$ cat src/rtl/fft_mul_pkg.sv
// Shared defaults and index-width helpers for the multiplier arbiter slice.
package fft_mul_pkg;
  localparam int DATA_W_DEF    = 20;
  localparam int NUM_REQ_DEF   = 4;
  localparam int TAG_DEPTH_DEF = 16;
  localparam int TAG_W         = $clog2(NUM_REQ_DEF);

  function automatic int idx_width(input int n);
    return (n > 1) ? $clog2(n) : 1;
  endfunction
endpackage

$ cat src/rtl/mul_arbiter_if.sv
// Requester-side and multiplier-side signals of the arbiter; slave is the arbiter view.
interface mul_arbiter_if
  import fft_mul_pkg::*;
#(
  parameter int DATA_W  = DATA_W_DEF,
  parameter int NUM_REQ = NUM_REQ_DEF
);
  logic [NUM_REQ-1:0]        req;
  logic [NUM_REQ*DATA_W-1:0] req_a;
  logic [NUM_REQ*DATA_W-1:0] req_b;
  logic [NUM_REQ-1:0]        gnt;
  logic [NUM_REQ-1:0]        res_valid;
  logic [DATA_W-1:0]         res_data;
  logic                      operation_nd;
  logic [DATA_W-1:0]         a;
  logic [DATA_W-1:0]         b;
  logic                      operation_rfd;
  logic                      rdy;
  logic [DATA_W-1:0]         result;

  modport slave (
    input  req, req_a, req_b, operation_rfd, rdy, result,
    output gnt, res_valid, res_data, operation_nd, a, b
  );

  modport master (
    output req, req_a, req_b, operation_rfd, rdy, result,
    input  gnt, res_valid, res_data, operation_nd, a, b
  );
endinterface

$ cat src/rtl/mul_tag_fifo.sv
// Synchronous FIFO of requester indices, one entry per product in flight, in issue order.
module mul_tag_fifo
  import fft_mul_pkg::*;
#(
  parameter int DEPTH = TAG_DEPTH_DEF,
  parameter int W     = TAG_W
) (
  input  logic                       clk,
  input  logic                       rst_n,
  input  logic                       push,
  input  logic [W-1:0]               push_data,
  input  logic                       pop,
  output logic [W-1:0]               pop_data,
  output logic                       full,
  output logic                       empty,
  output logic [$clog2(DEPTH):0]     count
);
  localparam int PTR_W = $clog2(DEPTH);
  localparam logic [PTR_W-1:0] PTR_ONE = PTR_W'(1);
  localparam logic [PTR_W:0]   CNT_ONE = (PTR_W+1)'(1);
  localparam logic [PTR_W:0]   CNT_MAX = (PTR_W+1)'(DEPTH);

  logic [W-1:0]     mem [DEPTH];
  logic [PTR_W-1:0] wr_ptr, rd_ptr;
  logic             push_ok, pop_ok;

  assign full     = (count == CNT_MAX);
  assign empty    = (count == '0);
  assign push_ok  = push && !full;
  assign pop_ok   = pop && !empty;
  assign pop_data = mem[rd_ptr];

  always_ff @(posedge clk) begin
    if (push_ok) mem[wr_ptr] <= push_data;
  end

  // Pointers wrap naturally because DEPTH is a power of two.
  always_ff @(posedge clk or negedge rst_n) begin
    if (!rst_n) begin
      wr_ptr <= '0;
      rd_ptr <= '0;
      count  <= '0;
    end else begin
      if (push_ok) wr_ptr <= wr_ptr + PTR_ONE;
      if (pop_ok)  rd_ptr <= rd_ptr + PTR_ONE;
      case ({push_ok, pop_ok})
        2'b10:   count <= count + CNT_ONE;
        2'b01:   count <= count - CNT_ONE;
        default: count <= count;
      endcase
    end
  end
endmodule

$ cat src/rtl/mul_arbiter.sv
// Shares one pipelined multiplier among NUM_REQ requesters and routes results back by tag.
// Macro MUL_ARB_FIXED_PRIO_EN selects fixed lowest-index priority instead of round-robin.
module mul_arbiter
  import fft_mul_pkg::*;
#(
  parameter int DATA_W    = DATA_W_DEF,
  parameter int NUM_REQ   = NUM_REQ_DEF,
  parameter int TAG_DEPTH = TAG_DEPTH_DEF
) (
  input  logic          clk,
  input  logic          rst_n,
  mul_arbiter_if.slave  bus,
  output logic          err
);
  localparam int IDX_W = idx_width(NUM_REQ);
  localparam int CNT_W = $clog2(TAG_DEPTH) + 1;
  localparam logic [CNT_W-1:0] DEPTH_V = CNT_W'(TAG_DEPTH);

  logic [IDX_W-1:0]   sel, nd_idx, pop_idx;
  logic               found, issue_ok, pop;
  logic               fifo_full, fifo_empty;
  logic [CNT_W-1:0]   fifo_count, occ;
  logic [NUM_REQ-1:0] gnt_c, rv_d, rv_q;
  logic [DATA_W-1:0]  nxt_a, nxt_b, a_q, b_q, rd_q;
  logic               nd_q;

  // A grant from last cycle is not in the FIFO yet, so it still counts as in flight.
  assign occ      = fifo_count + {{(CNT_W-1){1'b0}}, nd_q};
  assign issue_ok = bus.operation_rfd && !fifo_full && (occ < DEPTH_V);
  assign pop      = bus.rdy && !fifo_empty;

`ifdef MUL_ARB_FIXED_PRIO_EN
  always_comb begin
    found = 1'b0;
    sel   = '0;
    for (int i = 0; i < NUM_REQ; i++) begin
      if (!found && bus.req[i]) begin
        found = 1'b1;
        sel   = IDX_W'(i);
      end
    end
  end
`else
  logic [IDX_W-1:0] last_ptr, cand;

  always_comb begin
    found = 1'b0;
    sel   = '0;
    cand  = '0;
    for (int i = 1; i <= NUM_REQ; i++) begin
      cand = IDX_W'((int'(last_ptr) + i) % NUM_REQ);
      if (!found && bus.req[cand]) begin
        found = 1'b1;
        sel   = cand;
      end
    end
  end

  // Reset value makes the first search start at requester 0.
  always_ff @(posedge clk or negedge rst_n) begin
    if (!rst_n)     last_ptr <= IDX_W'(NUM_REQ - 1);
    else if (found && issue_ok) last_ptr <= sel;
  end
`endif

  always_comb begin
    gnt_c = '0;
    nxt_a = '0;
    nxt_b = '0;
    if (issue_ok && found) gnt_c[sel] = 1'b1;
    for (int i = 0; i < NUM_REQ; i++) begin
      if (sel == IDX_W'(i)) begin
        nxt_a = bus.req_a[i*DATA_W +: DATA_W];
        nxt_b = bus.req_b[i*DATA_W +: DATA_W];
      end
    end
  end

  always_ff @(posedge clk or negedge rst_n) begin
    if (!rst_n) begin
      nd_q   <= 1'b0;
      nd_idx <= '0;
      a_q    <= '0;
      b_q    <= '0;
    end else begin
      nd_q <= |gnt_c;
      if (|gnt_c) begin
        nd_idx <= sel;
        a_q    <= nxt_a;
        b_q    <= nxt_b;
      end
    end
  end

  mul_tag_fifo #(
    .DEPTH (TAG_DEPTH),
    .W     (IDX_W)
  ) u_tag_fifo (
    .clk       (clk),
    .rst_n     (rst_n),
    .push      (nd_q),
    .push_data (nd_idx),
    .pop       (pop),
    .pop_data  (pop_idx),
    .full      (fifo_full),
    .empty     (fifo_empty),
    .count     (fifo_count)
  );

  always_comb begin
    rv_d = '0;
    for (int i = 0; i < NUM_REQ; i++) begin
      if (pop && (pop_idx == IDX_W'(i))) rv_d[i] = 1'b1;
    end
  end

  // A result with no tag outstanding is a protocol error; it is dropped and latched in err.
  always_ff @(posedge clk or negedge rst_n) begin
    if (!rst_n) begin
      rv_q <= '0;
      rd_q <= '0;
      err  <= 1'b0;
    end else begin
      rv_q <= rv_d;
      if (pop) rd_q <= bus.result;
      if (bus.rdy && fifo_empty) err <= 1'b1;
    end
  end

  assign bus.gnt          = gnt_c;
  assign bus.operation_nd = nd_q;
  assign bus.a            = a_q;
  assign bus.b            = b_q;
  assign bus.res_valid    = rv_q;
  assign bus.res_data     = rd_q;
endmodule
$ cat src/flat_wrapper.sv
// flat-port wrapper written by rule: the top's interface ports become plain ports
module mul_arbiter_flat import fft_mul_pkg::*;
#(
  parameter int DATA_W    = DATA_W_DEF,
  parameter int NUM_REQ   = NUM_REQ_DEF,
  parameter int TAG_DEPTH = TAG_DEPTH_DEF
)
  (clk, rst_n, err, bus_req, bus_req_a, bus_req_b, bus_operation_rfd, bus_rdy, bus_result, bus_gnt, bus_res_valid, bus_res_data, bus_operation_nd, bus_a, bus_b);
  mul_arbiter_if #(.DATA_W(DATA_W), .NUM_REQ(NUM_REQ)) bus_i ();
  input  logic clk;
  input  logic rst_n;
  output logic err;
  input wire logic [$bits(bus_i.req)-1:0] bus_req;
  input wire logic [$bits(bus_i.req_a)-1:0] bus_req_a;
  input wire logic [$bits(bus_i.req_b)-1:0] bus_req_b;
  input wire logic [$bits(bus_i.operation_rfd)-1:0] bus_operation_rfd;
  input wire logic [$bits(bus_i.rdy)-1:0] bus_rdy;
  input wire logic [$bits(bus_i.result)-1:0] bus_result;
  output wire logic [$bits(bus_i.gnt)-1:0] bus_gnt;
  output wire logic [$bits(bus_i.res_valid)-1:0] bus_res_valid;
  output wire logic [$bits(bus_i.res_data)-1:0] bus_res_data;
  output wire logic [$bits(bus_i.operation_nd)-1:0] bus_operation_nd;
  output wire logic [$bits(bus_i.a)-1:0] bus_a;
  output wire logic [$bits(bus_i.b)-1:0] bus_b;
  assign bus_i.req = bus_req;
  assign bus_i.req_a = bus_req_a;
  assign bus_i.req_b = bus_req_b;
  assign bus_i.operation_rfd = bus_operation_rfd;
  assign bus_i.rdy = bus_rdy;
  assign bus_i.result = bus_result;
  assign bus_gnt = bus_i.gnt;
  assign bus_res_valid = bus_i.res_valid;
  assign bus_res_data = bus_i.res_data;
  assign bus_operation_nd = bus_i.operation_nd;
  assign bus_a = bus_i.a;
  assign bus_b = bus_i.b;
  mul_arbiter #(.DATA_W(DATA_W), .NUM_REQ(NUM_REQ), .TAG_DEPTH(TAG_DEPTH)) u_core (.clk(clk), .rst_n(rst_n), .bus(bus_i), .err(err));
endmodule
$ cat config.mk
export PLATFORM = sky130hd
export DESIGN_NAME = mul_arbiter_flat
export DESIGN_NICKNAME = d
export VERILOG_FILES = /design/src/rtl/fft_mul_pkg.sv /design/src/rtl/mul_arbiter_if.sv /design/src/rtl/mul_tag_fifo.sv /design/src/rtl/mul_arbiter.sv /design/src/flat_wrapper.sv
export SDC_FILE = /design/constraint.sdc
export NUM_CORES = 1
export LEC_CHECK = 0
export CORE_MARGIN = 10
export CORE_UTILIZATION = 31
export CTS_BUF_LIST = sky130_fd_sc_hd__clkbuf_16
export CTS_CLUSTER_SIZE = 20
export DETAILED_ROUTE_END_ITERATION = 16
export GPL_TIMING_DRIVEN = 0
export PLACE_DENSITY = 0.65
export SLEW_MARGIN = 5
export SYNTH_ARGS = -nofsm -noshare
export SYNTH_HDL_FRONTEND = slang
export SYNTH_SLANG_ARGS = --single-unit
$ cat constraint.sdc
create_clock -name clk -period 6.29 [get_ports clk]
set_input_delay 0.629 -clock clk [delete_from_list [all_inputs] [get_ports clk]]
set_output_delay 0.629 -clock clk [all_outputs]
set_load 0.02 [all_outputs]
# Yosys cells after proc, flatten, opt, wreduce, memory -nomap -nowiden
# Memories as Yosys holds them, arrays and structs flattened.
# Index checks and enable logic that the tools add are counted.
[word_totals] elab_cells=96 ram_bits=32 n_memories=1 reg_bits=83 output_inout_bits=70 latch_bits=0 mem_bits_ro=0
[mem_list] memory="u_core.u_tag_fifo.mem" depth=16 width=2 rd=1 rd_ports_with_merged_regs=0 wr=1 line="mul_tag_fifo.sv:23" rtl="logic [W-1:0] mem [DEPTH];"
[op_classes] mux=34 shifts=0 n_lt_le_gt_ge=7 n_eq_ne=9 n_addsub=9 n_mul=0 n_reduce_logical=25 bitwise_logic=0 div=0
[op_table] op="$mux W20" count=8
[op_table] op="$logic_and A1 B1 Y1" count=15
[op_table] op="$lt A2 B3 Y1 const B" count=5
[op_table] op="$mux W1" count=15
[op_table] op="$eq A2 B2 Y1 const B" count=5
[op_table] op="$pmux W5 S2" count=1
[op_table] op="$add A4 B1 Y4 const B" count=2
[op_table] op="$bmux W1 S2" count=4
[op_table] op="$mux W2" count=4
[op_table] op="$eq A2 B1 Y1 const B" count=3
[op_table] op="$add A5 B1 Y5" count=1
[op_table] op="$add A5 B1 Y5 const B" count=1
[op_table] op="$eq A5 B5 Y1 const B" count=1
[op_table] op="$logic_not A1 Y1" count=5
[op_table] op="$logic_not A5 Y1" count=1
[op_table] op="$lt A5 B5 Y1 const B" count=1
[op_table] op="$sub A5 B1 Y5 const B" count=1
[op_table] op="$add A2 B1 Y2 const B" count=2
[op_table] op="$add A2 B2 Y2 const B" count=2
[op_table] op="$logic_not A2 Y1" count=2
[op_table] op="$mux W4" count=1
[op_table] op="$reduce_or A4 Y1" count=1
[op_table] op="$demux W1 S2" count=1
[op_table] op="$ge A2 B1 Y1 const B" count=1
[op_table] op="$reduce_bool A2 Y1" count=1

# Depth between registers and ports, before layout
# Gate-level depths: netlist of run 1.
[logic_depth] word_depth=19 depth_mapped=14 ltp_nobuf=11

# Modules after synthesis
# A second synthesis of run 1 with hierarchy kept.
[hier_totals] cells_unflattened=561 area_unflattened_um2=6083.3
[modules_own_cells] module="mul_arbiter" n_inst=1 cells_per_inst=406 seq_area_each_um2=1754.2 area_each_um2=3973.8
[modules_own_cells] module="mul_tag_fifo" n_inst=1 cells_per_inst=155 seq_area_each_um2=1286.2 area_each_um2=2109.5

# Least setup slack after synthesis of run 1
# Ideal clock, no wire load.
[synth_path] path_type="register -> register" from="register u_core.u_tag_fifo.count[1]" to="register u_core.u_tag_fifo.count[4]" setup_ns=0.080 required_ns=6.210 arrival_ns=2.808 period_less_slack_ns=2.888 path_stages_with_launch=15 path_slack_ns=3.402 n_path_buf=3 cell_sequence="dfrtp_1 > buf_2 > or4_4 > o21ai_4 > inv_2 > buf_2 > ha_1 > clkbuf_1 > xor2_1 > ha_1 > nor2b_1 > o21ai_0 > a31oi_1 > nor2_1 > xnor2_1"
[synth_between] elab_chain_cells=6 word_cells_on_any_way=13 cone_classes="add/sub (2); eq/ne (3); mux (1); reduce/logical (7)"
[synth_lines] item="start: declaration" line="mul_tag_fifo.sv:16" rtl="output logic [$clog2(DEPTH):0] count"
[synth_lines] item="start signal: assignment" line="mul_tag_fifo.sv:47" rtl="2'b10: count <= count + CNT_ONE;"
[synth_lines] item="start signal: assignment" line="mul_tag_fifo.sv:48" rtl="2'b01: count <= count - CNT_ONE;"
[synth_lines] item="start signal: assignment" line="mul_tag_fifo.sv:49" rtl="default: count <= count;"
[synth_lines] item="$logic_not A5 Y1 *" line="mul_tag_fifo.sv:28" rtl="assign empty = (count == '0);"
[synth_lines] item="$logic_not A1 Y1 *" line="mul_arbiter.sv:30" rtl="assign pop = bus.rdy && !fifo_empty;"
[synth_lines] item="$logic_and A1 B1 Y1 *" line="mul_arbiter.sv:30"
[synth_lines] item="via u_core.pop" line="mul_arbiter.sv:20" rtl="logic found, issue_ok, pop;"
[synth_lines] item="$logic_and A1 B1 Y1 *" line="mul_tag_fifo.sv:30" rtl="assign pop_ok = pop && !empty;"
[synth_lines] item="$eq A2 B1 Y1 or $eq A2 B2 Y1 (tied branches)" line="mul_tag_fifo.sv:46" rtl="case ({push_ok, pop_ok})"
[synth_lines] item="$pmux W5 S2 or $reduce_bool A2 Y1 (tied branches)"
# Mark *: on every way through the listed nets, which the timed path passes. The rest lies on a longest branch.
# A chain may end at the register's enable or synchronous reset.

# Worst setup path after layout of run 1
[layout_path] from="input bus_req[1]" to="output bus_gnt[0]"
[layout_between] elab_chain_cells=17 word_cells_on_any_way=29 cone_classes="order compare (2); mux (19); reduce/logical (8)"
[layout_lines] item="start: declaration" line="flat_wrapper.sv:13" rtl="input wire logic [$bits(bus_i.req)-1:0] bus_req;"
[layout_lines] item="$bmux W1 S2" line="mul_arbiter.sv:52" rtl="if (!found && bus.req[cand]) begin"
[layout_lines] item="$mux W1 (not written as such)" line="mul_arbiter.sv:52"
[layout_lines] item="$mux W1" line="mul_arbiter.sv:52"
[layout_lines] item="$logic_not A1 Y1" line="mul_arbiter.sv:52"
[layout_lines] item="$logic_and A1 B1 Y1" line="mul_arbiter.sv:52"
[layout_lines] item="$mux W1" line="mul_arbiter.sv:52"
[layout_lines] item="$logic_not A1 Y1" line="mul_arbiter.sv:52"
[layout_lines] item="$logic_and A1 B1 Y1" line="mul_arbiter.sv:52"
[layout_lines] item="$mux W1" line="mul_arbiter.sv:52"
[layout_lines] item="$logic_not A1 Y1" line="mul_arbiter.sv:52"
[layout_lines] item="$logic_and A1 B1 Y1" line="mul_arbiter.sv:52"
[layout_lines] item="$mux W2" line="mul_arbiter.sv:52"
[layout_lines] item="$lt A2 B3 Y1 (not written as such) or $ge A2 B1 Y1 (tied branches)" line="mul_arbiter.sv:70" rtl="if (issue_ok && found) gnt_c[sel] = 1'b1;"
[layout_lines] item="$logic_and A1 B1 Y1 (not written as such)" line="mul_arbiter.sv:70"
[layout_lines] item="$mux W1 (not written as such)" line="mul_arbiter.sv:70"
[layout_lines] item="$demux W1 S2"
[layout_lines] item="$mux W4 *" line="mul_arbiter.sv:70"
[layout_lines] item="end: declaration" line="flat_wrapper.sv:19" rtl="output wire logic [$bits(bus_i.gnt)-1:0] bus_gnt;"
# Every way passes the cells marked *; elsewhere a longest branch is shown, timed or not. The select of a mux whose other input is x is not followed.

==> flow_summary.json, run 1 <==
{
  "status": "complete, no violations",
  "postRouteAntennaNets": 0,
  "synth_area_per_cell_sq_um": 10.8,
  "timing.hold.ws_ns": 0.148,
  "p_per_area_mw_per_mm2": 425,
  "syn_area_sq_mm": 0.00630,
  "dp_hpwl_mm": 17.0,
  "synthTopCellsByArea": "dfrtp_1 (32%), edfxtp_1 (15%), nand2_1 (4.5%)",
  "io_buffers": 257,
  "drive_gt1_frac": 0.137,
  "slew_violations": 0,
  "synth_nets": 781,
  "row_count": 52,
  "cts_root_buffer": "clkbuf_16",
  "cts.path.max_buffers": 2,
  "nNetsFinal": 1058,
  "final_common_cell": "clkdlybuf4s50_1",
  "grt_pass1_vias": 5858,
  "arrival_ns": 3.35,
  "dieArea_sq_mm": 0.0264,
  "post-cts-setup-buffer-count": 0,
  "rsz0062_at_grt": "false",
  "drc_errors": 0,
  "setup_violations": 0,
  "required_ns": 5.66,
  "grt-ovfl-total": 0,
  "drt-wirelength-per-cell_microns": 18.9,
  "die_x_microns": 163,
  "cts_buffers": 17,
  "syn_inst": 584,
  "yosysSeqAreaShare": 0.483,
  "finalHoldViolCount": 0,
  "cts.htree.levels": 4,
  "clock-sinks": 115,
  "gp_congestion": 0.866,
  "routed_wl_mm": 21.6,
  "clock_skew_ns": 0.00917,
  "peakVddDrop_mv": 0.205,
  "die-height_microns": 163,
  "antenna_cells": 0,
  "final_cell_mix": "clkdlybuf4s50_1 (256), dfrtp_1 (81), nand2_1 (75)",
  "path_class": "primary input to output port",
  "antenna_found_initial": 0,
  "start_util": 0.313,
  "fmax_ghz": 0.252,
  "io_pins": 258,
  "relSlewSlack": 0.509,
  "crit_path_end_kind": "output port",
  "core_sq_mm": 0.0201,
  "async_flop_share": 0.722,
  "fin_crit_ns": 3.98,
  "synth-main-ff-cell": "dfrtp_1",
  "tightest_slew_ns": 0.732,
  "tns_ns": 0,
  "worstHoldPathType": "primary input to async pin",
  "synth_top_area_cell": "dfrtp_1",
  "area_growth_pct": 56.0,
  "synth_enable_flop_cells": 32,
  "synth_top_area_share": 0.322,
  "drtPass1Iterations": 4,
  "cp_max_fo": 10,
  "cts_tree": "done",
  "cts_resized": 0,
  "vias": 5624,
  "crit_path_start_kind": "primary input",
  "grt_max_degree": 58,
  "finalCritPeriodShare": 0.632,
  "grt_pass1_wl_mm": 33.3,
  "ys_ff_latch": 115,
  "holdBufCountCts": 0,
  "synth_warnings": 0,
  "max_cap_violations": 0,
  "track_usage": 0.160,
  "vias_per_cell": 4.92,
  "dr.first_iter.drc_count": 305,
  "power.leakage_nw": 3.83,
  "path_clk_slew_ns": 0.06,
  "yosysUniqueCellTypes": 50,
  "clkLatencyLatePin_ns": 0.42
}
==> state kept, by name, indices dropped and copies added (netlist names) <==
signal / cells
u_core.bus.a: 20
u_core.u_tag_fifo.rd_ptr: 4
u_core.last_ptr: 2
u_core.u_tag_fifo.mem: 32
u_core.bus.b: 20
u_core.bus.res_valid: 4
u_core.u_tag_fifo.wr_ptr: 4
u_core.u_tag_fifo.count: 5
u_core.bus.res_data: 20
u_core.err: 1
u_core.nd_idx: 2
u_core.bus.operation_nd: 1
==> cell type report <==
class	count	area [sq um]
fill	1880	10300
sequential	115	3040
multi-input combinational	390	2880
timing repair buffer	258	2600
clock buffer	18	450
tap	270	338
buffer	46	258
clock inverter	14	140
inverter	33	124
==> per-stage QoR <==
stage	cells	utilization	total power [W]	setup slack, ns	instance area (sq um)
after floorplan	584	-	0.00244	3.40	6300
after global placement	1111	0.458	0.00322	1.15	9210
after detailed placement	1112	0.459	0.00325	2.37	9240
after CTS	1144	0.489	0.00423	2.29	9830
after global routing	1144	0.489	0.00445	2.15	9830
final	1144	0.489	0.00418	2.31	9830
==> Yosys cell counts (10+ instances only) <==
master,n
nand3_1,33
edfxtp_1,32
a221oi_1,16
buf_2,17
a211oi_2,18
inv_1,31
a31oi_1,41
mux2i_1,24
a2111oi_2,10
clkbuf_1,17
mux4_2,10
nand2_1,75
nor2_1,64
dfrtp_1,81
==> layer usage <==
metal,vias up,track usage,share of wire
met1,2708,0.195,0.42
met3,22,0.0650,0.088
li1,2688,-,-
met4,0,0.0451,0.014
met2,206,0.256,0.48
met5,-,0,0
==> kinds of logic (layout without fill, tap and decap cells) <==
family / count (synthesis) / after routing / synth area share
flops: 115 / 115 / 0.483
buf+inv: 79 / 369 / 0.0606
compound gates: 134 / 134 / 0.209
fa+ha+maj: 9 / 9 / 0.0179
xor+xnor: 12 / 12 / 0.0167
simple gates: 200 / 200 / 0.137
mux: 35 / 35 / 0.0757
==> worst paths after layout <==
path | from | slack (ns) | cells past startpoint | end
worst min register to register | u_core.bus.res_data[16]$_DFFE_PN0P_ | 0.47 | 2 | u_core.bus.res_data[16]$_DFFE_PN0P_
worst min-delay path | rst_n | 0.15 | 1 | u_core.bus.res_data[18]$_DFFE_PN0P_
worst max register to register | u_core.u_tag_fifo.count[1]$_DFFE_PN0P_ | 3.05 | 14 | u_core.u_tag_fifo.count[4]$_DFFE_PN0P_
min in group clk | u_core.bus.res_data[16]$_DFFE_PN0P_ | 0.47 | 2 | u_core.bus.res_data[16]$_DFFE_PN0P_
max in group asynchronous | rst_n | 5.46 | 2 | u_core.last_ptr[1]$_DFFE_PN1N_
worst max-delay path | bus_req[1] | 2.31 | 6 | bus_gnt[0]
==> where the power goes <==
part | switching [W] | internal [W] | leakage, nW | total (W)
clock network | 0.000383 | 0.000578 | 0.287 | 0.000960
logic | 0.00111 | 0.000894 | 2.29 | 0.00200
registers | 0.000171 | 0.00104 | 1.25 | 0.00121
==> critical path, stage by stage <==
cell and delay [ns]:
clkdlybuf4s50_1 0.52, o21ai_1 0.64, nand3_2 0.27, clkbuf_1 0.30, nor3_1 0.29, clkdlybuf4s50_1 0.69
(Power assumes the default switching activity.)
==> run 2: changes to the inputs <==
Clock period 6.29 ns to 3.74 ns, I/O delays scaled along.
==> run 2 against run 1 <==
Clock skew hardly changed. Design area is 0.10% higher. Combinational power is 69% higher. Highest routed layer unchanged. Clock-buffer cell count stayed put. Worst hold slack better by 0.29 ns. First-iteration DRC count is 1.6% higher. Core utilization hardly changed.
==> flow_summary.json, run 2 (synthesis gave the netlist of run 1 again) <==
{
  "die_x_microns": 163,
  "power.leakage_nw": 3.83,
  "dp_hpwl_mm": 17.0,
  "required_ns": 3.37,
  "path_common_cell": "clkdlybuf4s50_1",
  "setup_ws_ns": 0.274,
  "drt-wirelength-per-cell_microns": 18.9,
  "max_cap_violations": 0,
  "placed_cell_area_sq_mm": 0.00924,
  "r2r_start": "u_core.u_tag_fifo.count[1]$_DFFE_PN0P_",
  "fin_crit_ns": 3.47,
  "finalCritPeriodShare": 0.927,
  "vias": 5620,
  "drtPass1Iterations": 5,
  "arrival_ns": 3.09,
  "cp-startpoint": "bus_req[1]",
  "dieArea_sq_mm": 0.0264,
  "drive_gt1_frac": 0.137,
  "clock_skew_ns": 0.00917,
  "cts_root_buffer": "clkbuf_16",
  "largest-register": "u_core.u_tag_fifo.mem",
  "largest_reg_flops": 32,
  "grt_pass1_wl_mm": 33.4,
  "cts_buffers": 17,
  "cts.path.max_buffers": 2,
  "status": "complete, no violations",
  "finalHoldViolCount": 0,
  "clkLatencyLatePin_ns": 0.42,
  "cts_resized": 0,
  "io_buffers": 257,
  "tightest_slew_ns": 0.732,
  "ff2ff_setup_slack_ns": 0.50,
  "slew_violations": 0,
  "postRouteAntennaNets": 0,
  "final_common_cell": "clkdlybuf4s50_1",
  "p_per_area_mw_per_mm2": 714,
  "grt_max_degree": 58,
  "p_comb_frac": 0.480,
  "crit_path_start_kind": "primary input",
  "power_frac_seq": 0.290,
  "r2r_end": "u_core.u_tag_fifo.count[4]$_DFFE_PN0P_",
  "rsz0062_at_grt": "false",
  "switching_share": 0.398,
  "antenna_found_initial": 0,
  "row_count": 52,
  "gp_congestion": 0.866,
  "p_switching_w": 0.00280,
  "area_growth_pct": 56.1,
  "cp_max_fo": 10,
  "relSlewSlack": 0.509,
  "path_class": "primary input to output port",
  "peakVddDrop_mv": 0.345,
  "setup_violations": 0,
  "grt_pass1_vias": 5861,
  "cts_tree": "done",
  "p_clk_frac": 0.230,
  "die-height_microns": 163,
  "fill_cells": 1879,
  "multiInputGateArea_sq_mm": 0.00288,
  "start_util": 0.313,
  "regArea_sq_mm": 0.00304,
  "antenna_cells": 0,
  "dr.first_iter.drc_count": 310,
  "rr_worst_depth": 14,
  "path_clk_slew_ns": 0.06,
  "vias_per_cell": 4.91,
  "grt-ovfl-total": 0,
  "pre_cts_ws_ns": 0.331,
  "worstHoldPathType": "primary input to async pin",
  "p_int_w": 0.00423,
  "track_usage": 0.160,
  "nNetsFinal": 1059,
  "routed_wl_mm": 21.7,
  "design_area_sq_mm": 0.00984,
  "crit_chain": "clkdlybuf4s50_1 > o21ai_1 > nand3_2 > clkbuf_1 > nor3_1 > clkdlybuf4s50_1",
  "core_sq_mm": 0.0201,
  "crit_path_max_incr_delay_ns": 0.69,
  "io_pins": 258,
  "cts.htree.levels": 4,
  "crit_path_end_kind": "output port",
  "clock-sinks": 115,
  "fmax_ghz": 0.289,
  "final_cell_mix": "clkdlybuf4s50_1 (256), dfrtp_1 (81), nand2_1 (75)",
  "drc_errors": 0,
  "critPathSlowestCell": "clkdlybuf4s50_1"
}
## run 2: cell types whose count changed in the layout (fill, tap and decap cells not counted)
cell / before / now
dlygate4sd3_1: 0 / 1
## run 2: worst max-delay path by stage
stage,endpoint,slack [ns]
final,bus_gnt[0],0.27
after global routing,bus_gnt[0],0.11
after CTS,bus_gnt[0],0.25
after detailed placement,bus_gnt[0],0.33
after global placement,u_core.bus.a[5]$_DFFE_PN0P_,-1.15
after floorplan,u_core.u_tag_fifo.count[4]$_DFFE_PN0P_,0.85
## run 2: power groups by stage
stage | Clock [W] | Sequential, W | Combinational (W)
global placement | 0 | 0.00205 | 0.00337
global route | 0.00171 | 0.00210 | 0.00367
finish | 0.00162 | 0.00204 | 0.00337
CTS | 0.00165 | 0.00204 | 0.00342
floorplan | 0 | 0.00234 | 0.00176
detailed placement | 0 | 0.00205 | 0.00341
## run 2: stage by stage
step	TNS (ns)	utilization	instances	hold WS, ns	power (W)
2_1_floorplan	0	-	584	0.0784	0.00410
3_3_place_gp	-92.37	0.458	1111	0.442	0.00542
3_5_place_dp	0	0.459	1112	0.342	0.00546
4_1_cts	0	0.489	1145	0.443	0.00711
5_1_grt	0	0.489	1145	0.485	0.00748
6_report	0	0.489	1145	0.442	0.00703
## run 2: final cells by class
cell class	count	area share
buffer	46	0.0262
clock buffer	18	0.0458
clock inverter	14	0.0142
inverter	33	0.0126
multi-input combinational	390	0.293
sequential	115	0.309
tap	270	0.0343
timing repair buffer	259	0.265
## run 2: metal layers
layer	vias up	wire length (microns)	GRT usage
met1	2706	9180	0.195
met3	22	1890	0.0650
met4	0	294	0.0451
met5	-	0	0
met2	202	10300	0.257
li1	2690	-	-
## run 2: critical path, delay by kind of cell
kind | cells | cell delay, ns
AND/OR/NAND/NOR | 2 | 0.56
buffers and inverters | 3 | 1.51
AO/OA/AOI/OAI | 1 | 0.64
## run 2: repair_timing
| action | 4_1_cts | 5_1_grt |
|---|---|---|
| hold buffers | 1 | 0 |
| setup buffers | 0 | 0 |
| hold endpoints to repair | 26 | 0 |
